**src/rtl/bcd_pkg.sv**
```systemverilog
// Shared constants for the sequential binary-to-BCD converter and its digit adjuster.
package bcd_pkg;

    localparam int DIGIT_W = 4;

    typedef logic [1:0] state_t;

    localparam state_t ST_IDLE  = 2'd0;
    localparam state_t ST_SHIFT = 2'd1;

    // Any code above 9 renders as all segments off in the downstream decoder.
    localparam logic [DIGIT_W-1:0] BCD_BLANK = 4'hF;

endpackage

```
**src/rtl/bcd_add3.sv**
```systemverilog
// Double-dabble digit correction: adds 3 to a BCD digit of 5 or more, no carry out.
module bcd_add3
    import bcd_pkg::*;
(
    input  logic [DIGIT_W-1:0] digit_in,
    output logic [DIGIT_W-1:0] digit_out
);

    always_comb begin
        digit_out = (digit_in >= 4'd5) ? digit_in + 4'd3 : digit_in;
    end

endmodule

```
**src/rtl/bin_to_bcd_seq.sv**
```systemverilog
// Sequential binary-to-BCD converter (shift-add-3), one input bit per clock, with
// optional leading-zero blanking of the registered result.
module bin_to_bcd_seq
    import bcd_pkg::*;
#(
    parameter int WIDTH    = 16,
    parameter int DIGITS   = 5,
    parameter bit BLANK_LZ = 1'b1
) (
    input  logic                      clk,
    input  logic                      rst_n,
    input  logic                      start,
    input  logic [WIDTH-1:0]          bin_in,
    output logic                      busy,
    output logic                      done,
    output logic [DIGIT_W*DIGITS-1:0] bcd_out
);

    localparam int CNT_W = $clog2(WIDTH + 1);
    localparam int SCR_W = DIGIT_W * DIGITS;

    state_t             state_q, state_d;
    logic [CNT_W-1:0]   cnt_q, cnt_d;
    logic [WIDTH-1:0]   shift_q, shift_d;
    logic [SCR_W-1:0]   scratch_q, scratch_d;
    logic [SCR_W-1:0]   bcd_q, bcd_d;
    logic               done_q, done_d;

    logic [SCR_W-1:0]   scratch_adj;
    logic [SCR_W-1:0]   scratch_next;
    logic [SCR_W-1:0]   bcd_blanked;
    logic               leading;

    for (genvar g = 0; g < DIGITS; g++) begin : g_add3
        bcd_add3 u_add3 (
            .digit_in  (scratch_q[g*DIGIT_W +: DIGIT_W]),
            .digit_out (scratch_adj[g*DIGIT_W +: DIGIT_W])
        );
    end

    // The top bit of the adjusted scratch falls off here; it is always 0 when
    // DIGITS is large enough for WIDTH.
    always_comb begin
        scratch_next = (scratch_adj << 1) | {{(SCR_W-1){1'b0}}, shift_q[WIDTH-1]};
    end

    // NOTE: combinational blocks use blocking '=' so later statements see the
    // values assigned above them (here, the running 'leading' flag).
    always_comb begin
        bcd_blanked = scratch_next;
        leading     = 1'b1;
        if (BLANK_LZ) begin
            for (int i = DIGITS - 1; i >= 1; i--) begin
                if (leading && (scratch_next[i*DIGIT_W +: DIGIT_W] == '0)) begin
                    bcd_blanked[i*DIGIT_W +: DIGIT_W] = BCD_BLANK;
                end else begin
                    leading = 1'b0;
                end
            end
        end
    end

    // NOTE: every *_d gets a default before the case so no path leaves a
    // signal unassigned, which would otherwise infer a latch.
    always_comb begin
        state_d   = state_q;
        cnt_d     = cnt_q;
        shift_d   = shift_q;
        scratch_d = scratch_q;
        bcd_d     = bcd_q;
        done_d    = 1'b0;

        case (state_q)
            ST_IDLE: begin
                if (start) begin
                    shift_d   = bin_in;
                    scratch_d = '0;
                    cnt_d     = CNT_W'(WIDTH);
                    state_d   = ST_SHIFT;
                end
            end
            ST_SHIFT: begin
                scratch_d = scratch_next;
                shift_d   = shift_q << 1;
                cnt_d     = cnt_q - CNT_W'(1);
                if (cnt_q == CNT_W'(1)) begin
                    bcd_d   = bcd_blanked;
                    done_d  = 1'b1;
                    state_d = ST_IDLE;
                end
            end
            default: state_d = ST_IDLE;
        endcase
    end

    // NOTE: sequential state uses non-blocking '<=' so every flop samples the
    // pre-edge values; all registers, scratch included, reset to zero so an
    // aborted conversion leaves nothing behind.
    always_ff @(posedge clk or negedge rst_n) begin
        if (!rst_n) begin
            state_q   <= ST_IDLE;
            cnt_q     <= '0;
            shift_q   <= '0;
            scratch_q <= '0;
            bcd_q     <= '0;
            done_q    <= 1'b0;
        end else begin
            state_q   <= state_d;
            cnt_q     <= cnt_d;
            shift_q   <= shift_d;
            scratch_q <= scratch_d;
            bcd_q     <= bcd_d;
            done_q    <= done_d;
        end
    end

    always_comb begin
        busy    = (state_q == ST_SHIFT);
        done    = done_q;
        bcd_out = bcd_q;
    end

endmodule

```
**config.mk**
```make
export PLATFORM = sky130hd
export DESIGN_NAME = bin_to_bcd_seq
export DESIGN_NICKNAME = d
export VERILOG_FILES = /design/src/rtl/bcd_pkg.sv /design/src/rtl/bcd_add3.sv /design/src/rtl/bin_to_bcd_seq.sv
export SDC_FILE = /design/constraint.sdc
export NUM_CORES = 1
export LEC_CHECK = 0
export CORE_MARGIN = 2
export CORE_UTILIZATION = 35
export CTS_CLUSTER_DIAMETER = 30
export CTS_CLUSTER_SIZE = 24
export DETAILED_ROUTE_END_ITERATION = 6
export GPL_ROUTABILITY_DRIVEN = 0
export PLACE_DENSITY = 0.55
export SETUP_SLACK_MARGIN = 0.02
export SYNTH_ARGS = -nofsm -noshare
export SYNTH_HDL_FRONTEND = slang
export SYNTH_SLANG_ARGS = --single-unit
```
**constraint.sdc**
```tcl
create_clock -name clk -period 2.6 [get_ports clk]
set_clock_uncertainty 0.15 [all_clocks]
set_input_delay 0.39 -clock clk [delete_from_list [all_inputs] [get_ports clk]]
set_output_delay 0.39 -clock clk [all_outputs]
set_load 0.01 [all_outputs]
```
==> results of run 1 <==
worst min path at each step:
stage | startpoint | end | slack (ps) | depth (start not counted)
4_1_cts | shift_q[14]$_DFFE_PN0P_ | shift_q[15]$_DFFE_PN0P_ | 340 | 2
3_5_place_dp | rst_n | bcd_out[7]$_DFFE_PN0P_ | 250 | 1
5_1_grt | shift_q[14]$_DFFE_PN0P_ | shift_q[15]$_DFFE_PN0P_ | 350 | 2
6_report | shift_q[14]$_DFFE_PN0P_ | shift_q[15]$_DFFE_PN0P_ | 330 | 2
3_3_place_gp | rst_n | done$_DFF_PN0_ | 250 | 1
2_1_floorplan | rst_n | bcd_out[0]$_DFFE_PN0P_ | -60 | 0
layout by cell type (no fill, tap or decap), drive strengths merged, types with 2 or more instances in the layout:
cell type and n:
o21ai 24, a31oi 10, xnor2 5, nand3 3, a21oi 21, a21o 2, nor3b 8, nand2 35
nand3b 2, o31ai 6, dfrtp 63, ha 12, xor2 3, mux2i 34, mux2 5, clkdlybuf4s50 39
nand2b 24, inv 12, and3 2, buf 10, clkinv 2, nor3 5, clkbuf 13, nor2 26
cell type report:
type | instances | area (µm²)
clock inverter | 3 | 40.04
sequential | 63 | 1578
timing repair buffer | 50 | 498.0
fill | 844 | 4808
inverter | 12 | 45.04
tap | 108 | 135.1
clock buffer | 13 | 168.9
multi-input combinational | 231 | 1533
routing by layer:
layer / vias up / part of all wire, % / track usage, %
met5: - / 0 / 0
met4: 0 / 0.54 / 5.585
li1: 1199 / - / -
met3: 4 / 4.6 / 4.109
met2: 47 / 44 / 21.83
met1: 1132 / 50 / 18.59
cells in the mapped netlist:
cell type / instances
a32o_1: 1
o21ai_0: 23
mux2i_1: 34
inv_1: 12
ha_1: 12
a21o_1: 2
o21ai_1: 1
nand2b_1: 24
and3_1: 2
mux2_2: 5
nand2_1: 35
nor4b_4: 1
nand3_2: 1
dfrtp_1: 63
a21oi_2: 1
buf_2: 3
and2_1: 1
a21oi_1: 20
o31ai_1: 6
xor2_1: 3
nand3b_1: 2
clkbuf_1: 13
nor3_1: 5
nor2_1: 26
nor3b_1: 8
nor2b_1: 1
xnor2_1: 5
nand3_1: 2
a31oi_1: 10
logic make-up after synthesis:
kind of cell | count (synthesis) | share of synthesized area [%]
compound gates | 64 | 11.26
xor+xnor | 8 | 2.182
fa+ha+maj | 12 | 4.675
buf+inv | 28 | 3.389
flops | 63 | 49.08
mux | 39 | 12.35
simple gates | 108 | 17.06
worst max-delay path: stages, from the launching register on:
cell and delay (ps):
dfrtp_1 420, inv_1 120, ha_1 200, nand2b_1 90, a21oi_2 250, mux2i_1 320, nor4b_4 100, nor3_1 360
a21oi_1 130
power breakdown:
part | switching [mW] | internal, mW
Sequential | 0.358 | 1.43
Combinational | 1.16 | 1.15
Clock | 0.377 | 0.519
registers in the layout, summed over array words and instances (netlist names):
name       flops
state_q        1
shift_q       16
bcd_out       20
cnt_q          5
scratch_q     20
done           1
what timing repair did:
action | 4_1_cts | 5_1_grt
endpoints found under the setup margin | 0 | 6
buffers inserted | 0 | 0
hold endpoints to repair | 21 | 0
gates resized for setup | 0 | 1
hold buffers | 1 | 0
stage by stage:
step           instances  area [µm²]
2_1_floorplan        322        3212
3_3_place_gp         463        3775
3_5_place_dp         463        3775
4_1_cts              480        3994
5_1_grt              480        3998
6_report             480        3998
==> run summary, run 1 <==
Max H-tree Level = 3
mapped cell area = 3212 µm²
layout cells sized above 1 = 9.677%
WS Path Type = flop to flop
final WL = 6435 µm
Worst-Skew Late Latency = 340 ps
port buffer count = 40
first-pass GRT wire length = 11210 µm
fin worst setup slack = 332.1 ps
routed via count = 2382
cell taking the most area after synthesis = dfrtp_1
CP endpoint = bcd_out[15]$_DFFE_PN0P_
final setup vio count = 0
Synth Area per Inst = 9.975 µm²
Cells after Synth = 322
Final HPWL DP = 4324 µm
die area = 9959 µm²
RSZ-0062 raised after global routing = false
GRT Util Overall = 14.07%
max_slew headroom = 64.76%
area fraction of the dominant cell type after synthesis = 49.08%
number of global-route vias before repair = 2363
die width = 99.80 µm
Reg2Reg Setup Slack = 330 ps
CP startpoint = scratch_q[12]$_DFFE_PN0P_
post-synth cell types = 29
CP Launch Type = flop
YS warnings = 0
VDD IR max = 0.3484 mV
R2R depth = 8
Nets = 398
outcome = complete, no violations
Data required, critical path = 2660 ps
Area Overhead vs Synth = 24.46%
Starting Density = 36.47%
period utilisation layout = 87.23%
largest net degree at the start of global routing = 54
Worst-Margin Slew = 528.6 ps
TritonCTS clock tree = yes
Die H = 99.80 µm
grt ovf = 0
drt first pass iters = 4
CTS Buf Count = 9
DP Worst Slack = 271.2 ps
Ports = 41
Routed wire per std cell = 13.41 µm
# diodes = 0
worst reg2reg endpoint = bcd_out[15]$_DFFE_PN0P_
Final min period = 2268 ps
DRC Markers = 0
Max Cap Viol = 0
CTS max path bufs = 2
register area share after synthesis = 49.08%
FP Rows = 34
worst hold slack = 333.6 ps
critical path peak fanout = 5
antenna viol nets, final = 0
ranking of synthesized cells by area = dfrtp_1, mux2i_1, ha_1, nand2b_1, nand2_1
Core Box Area = 8806 µm²
Setup TNS = 0 ps
worst r2r src = scratch_q[12]$_DFFE_PN0P_
clock-pin transition on the worst setup and hold timing paths = 70 ps
post-layout power = 4.994 mW
final-report max-slew violation count = 0
final core utilization = 45.40%
Avg Vias per Cell = 4.963
HP Class = flop to flop
CP endpoint kind = flop
Power Density = 1249 nW/µm²
Max Clk Rate = 0.4409 GHz
root buf cell = clkbuf_8
drt initial violations = 94
LEAKAGE = 1.834 nW
CP arrival = 2330 ps
syn_nets = 353
clock sinks = 63
final hold viol count = 0
register bit total from synthesis = 63
initial antenna violation count = 0
Power figures use the tool's default switching activity.
==> inputs of run 2 (changes only) <==
CORE_ASPECT_RATIO = 1.25   (was unset)
SYNTH_HIERARCHICAL = 1   (was unset)
==> run summary, run 2 <==
final-report max-slew violation count = 0 (unchanged)
number of global-route vias before repair = 2285 (was 2363)
clock sinks = 63 (unchanged)
Nets = 373 (was 398)
HP Class = flop to flop (unchanged)
initial antenna violation count = 0 (unchanged)
GRT Util Overall = 14.71% (was 14.07%)
LEAKAGE = 1.734 nW (was 1.834 nW)
final core utilization = 44.99% (was 45.40%)
Starting Density = 36.17% (was 36.47%)
CTS Buf Count = 9 (unchanged)
antenna viol nets, final = 0 (unchanged)
Final HPWL DP = 4582 µm (was 4324 µm)
grt ovf = 0 (unchanged)
syn_nets = 325 (was 353)
die width = 89.05 µm (was 99.80 µm)
critical path peak fanout = 6 (was 5)
Max Cap Viol = 0 (unchanged)
WS Path Type = flop to flop (unchanged)
VDD IR max = 0.4177 mV (was 0.3484 mV)
largest net degree at the start of global routing = 31 (was 54)
worst hold slack = 333.0 ps (was 333.6 ps)
CTS max path bufs = 2 (unchanged)
Routed wire per std cell = 13.83 µm (was 13.41 µm)
Ports = 41 (unchanged)
Power Density = 1354 nW/µm² (was 1249 nW/µm²)
most common cell after layout, fill and taps aside = dfrtp_1 (unchanged)
layout cells sized above 1 = 13.26% (was 9.677%)
DRC Markers = 0 (unchanged)
Area Overhead vs Synth = 24.40% (was 24.46%)
routed via count = 2350 (was 2382)
FP Rows = 38 (was 34)
CP arrival = 2490 ps (was 2330 ps)
Max H-tree Level = 3 (unchanged)
CP Launch Type = flop (unchanged)
Die H = 110.3 µm (was 99.80 µm)
post-layout power = 5.331 mW (was 4.994 mW)
RSZ-0062 raised after global routing = false (unchanged)
clock-pin transition on the worst setup and hold timing paths = 70 ps (about the same)
drt first pass iters = 4 (unchanged)
first-pass GRT wire length = 11040 µm (was 11210 µm)
CP endpoint kind = flop (unchanged)
drt initial violations = 119 (was 94)
Avg Vias per Cell = 5.032 (was 4.963)
final setup vio count = 0 (unchanged)
Data required, critical path = 2670 ps (was 2660 ps)
root buf cell = clkbuf_8 (unchanged)
Setup TNS = 0 ps (unchanged)
TritonCTS clock tree = yes (unchanged)
outcome = complete, no violations (unchanged)
max_slew headroom = 65.03% (was 64.76%)
final WL = 6459 µm (was 6435 µm)
Final min period = 2416 ps (was 2268 ps)
YS warnings = 6 (was 0)
Core Box Area = 8748 µm² (was 8806 µm²)
Synth Area per Inst = 10.76 µm² (was 9.975 µm²)
Max Clk Rate = 0.4140 GHz (was 0.4409 GHz)
most frequent cells in the layout = dfrtp_1, clkdlybuf4s50_1, nand2_1, mux2i_1, o21ai_0 (was dfrtp_1, clkdlybuf4s50_1, nand2_1, mux2i_1, nor2_1)
mapped cell area = 3164 µm² (was 3212 µm²)
Worst-Skew Late Latency = 340 ps (about the same)
period utilisation layout = 92.90% (was 87.23%)
Cells after Synth = 294 (was 322)
die area = 9822 µm² (was 9959 µm²)
Worst-Margin Slew = 520.6 ps (was 528.6 ps)
port buffer count = 40 (unchanged)
# diodes = 0 (unchanged)
final hold viol count = 0 (unchanged)
## run 2: worst max-delay path, stage by stage (launching register included)
cell and delay [ps]:
dfrtp_1 430, ha_1 210, nand2b_1 160, a21oi_2 200, mux2i_1 450, nor4_4 100
a211o_2 400, o22a_1 200
## run 2: cell type report
| cell class | count | area (µm²) |
|---|---|---|
| clock buffers | 12 | 135.1 |
| clock inverters | 4 | 70.07 |
| fillers | 875 | 4812 |
| inverters | 13 | 48.80 |
| multi-input cells | 203 | 1466 |
| flip-flops and latches | 63 | 1578 |
| well taps | 120 | 150.1 |
| repair buffers | 52 | 488.0 |
## run 2: final timing paths
kind                            slack, ps                 startpoint  cells after the start                        end
worst min-delay path                  330     shift_q[9]$_DFFE_PN0P_                      2    shift_q[10]$_DFFE_PN0P_
min in group asynchronous             370                      rst_n                      2  scratch_q[15]$_DFFE_PN0P_
max in group asynchronous            1250                      rst_n                      3       cnt_q[0]$_DFFE_PN0P_
worst max-delay path                  180  scratch_q[12]$_DFFE_PN0P_                      7    bcd_out[14]$_DFFE_PN0P_
worst max register to register        180  scratch_q[12]$_DFFE_PN0P_                      7    bcd_out[14]$_DFFE_PN0P_
worst min register to register        330     shift_q[9]$_DFFE_PN0P_                      2    shift_q[10]$_DFFE_PN0P_
## run 2: power breakdown
part	internal, mW	leakage, nW	switching (mW)	total [mW]
logic	1.33	0.848	1.28	2.60
registers	1.43	0.782	0.396	1.82
clock network	0.538	0.104	0.366	0.904
total	3.29	1.73	2.04	5.33
## run 2: metal layers
layer  vias up  part of all wire, %  global-route usage, %
li1       1142                    -                      -
met1      1156                   47                  19.62
met2        41                   48                  22.97
met3        11                  3.3                  4.319
met4         0                  1.5                  4.797
met5         -                    0                      0
## run 2: metrics by stage
| step | instance area (µm²) | setup slack [ps] | std cells |
|---|---|---|---|
| floorplan | 3164 | 432.5 | 294 |
| global placement | 3712 | 313.8 | 450 |
| detailed placement | 3712 | 254.0 | 450 |
| finish | 3936 | 184.5 | 467 |
| CTS | 3928 | 230.0 | 467 |
| global route | 3936 | 65.10 | 467 |
## run 2: repair_timing
item                       CTS  global route
hold buffers                 1             0
setup buffers                0             0
hold endpoints to repair    17             0
setup endpoints to repair    0             3
resized for setup            0             1
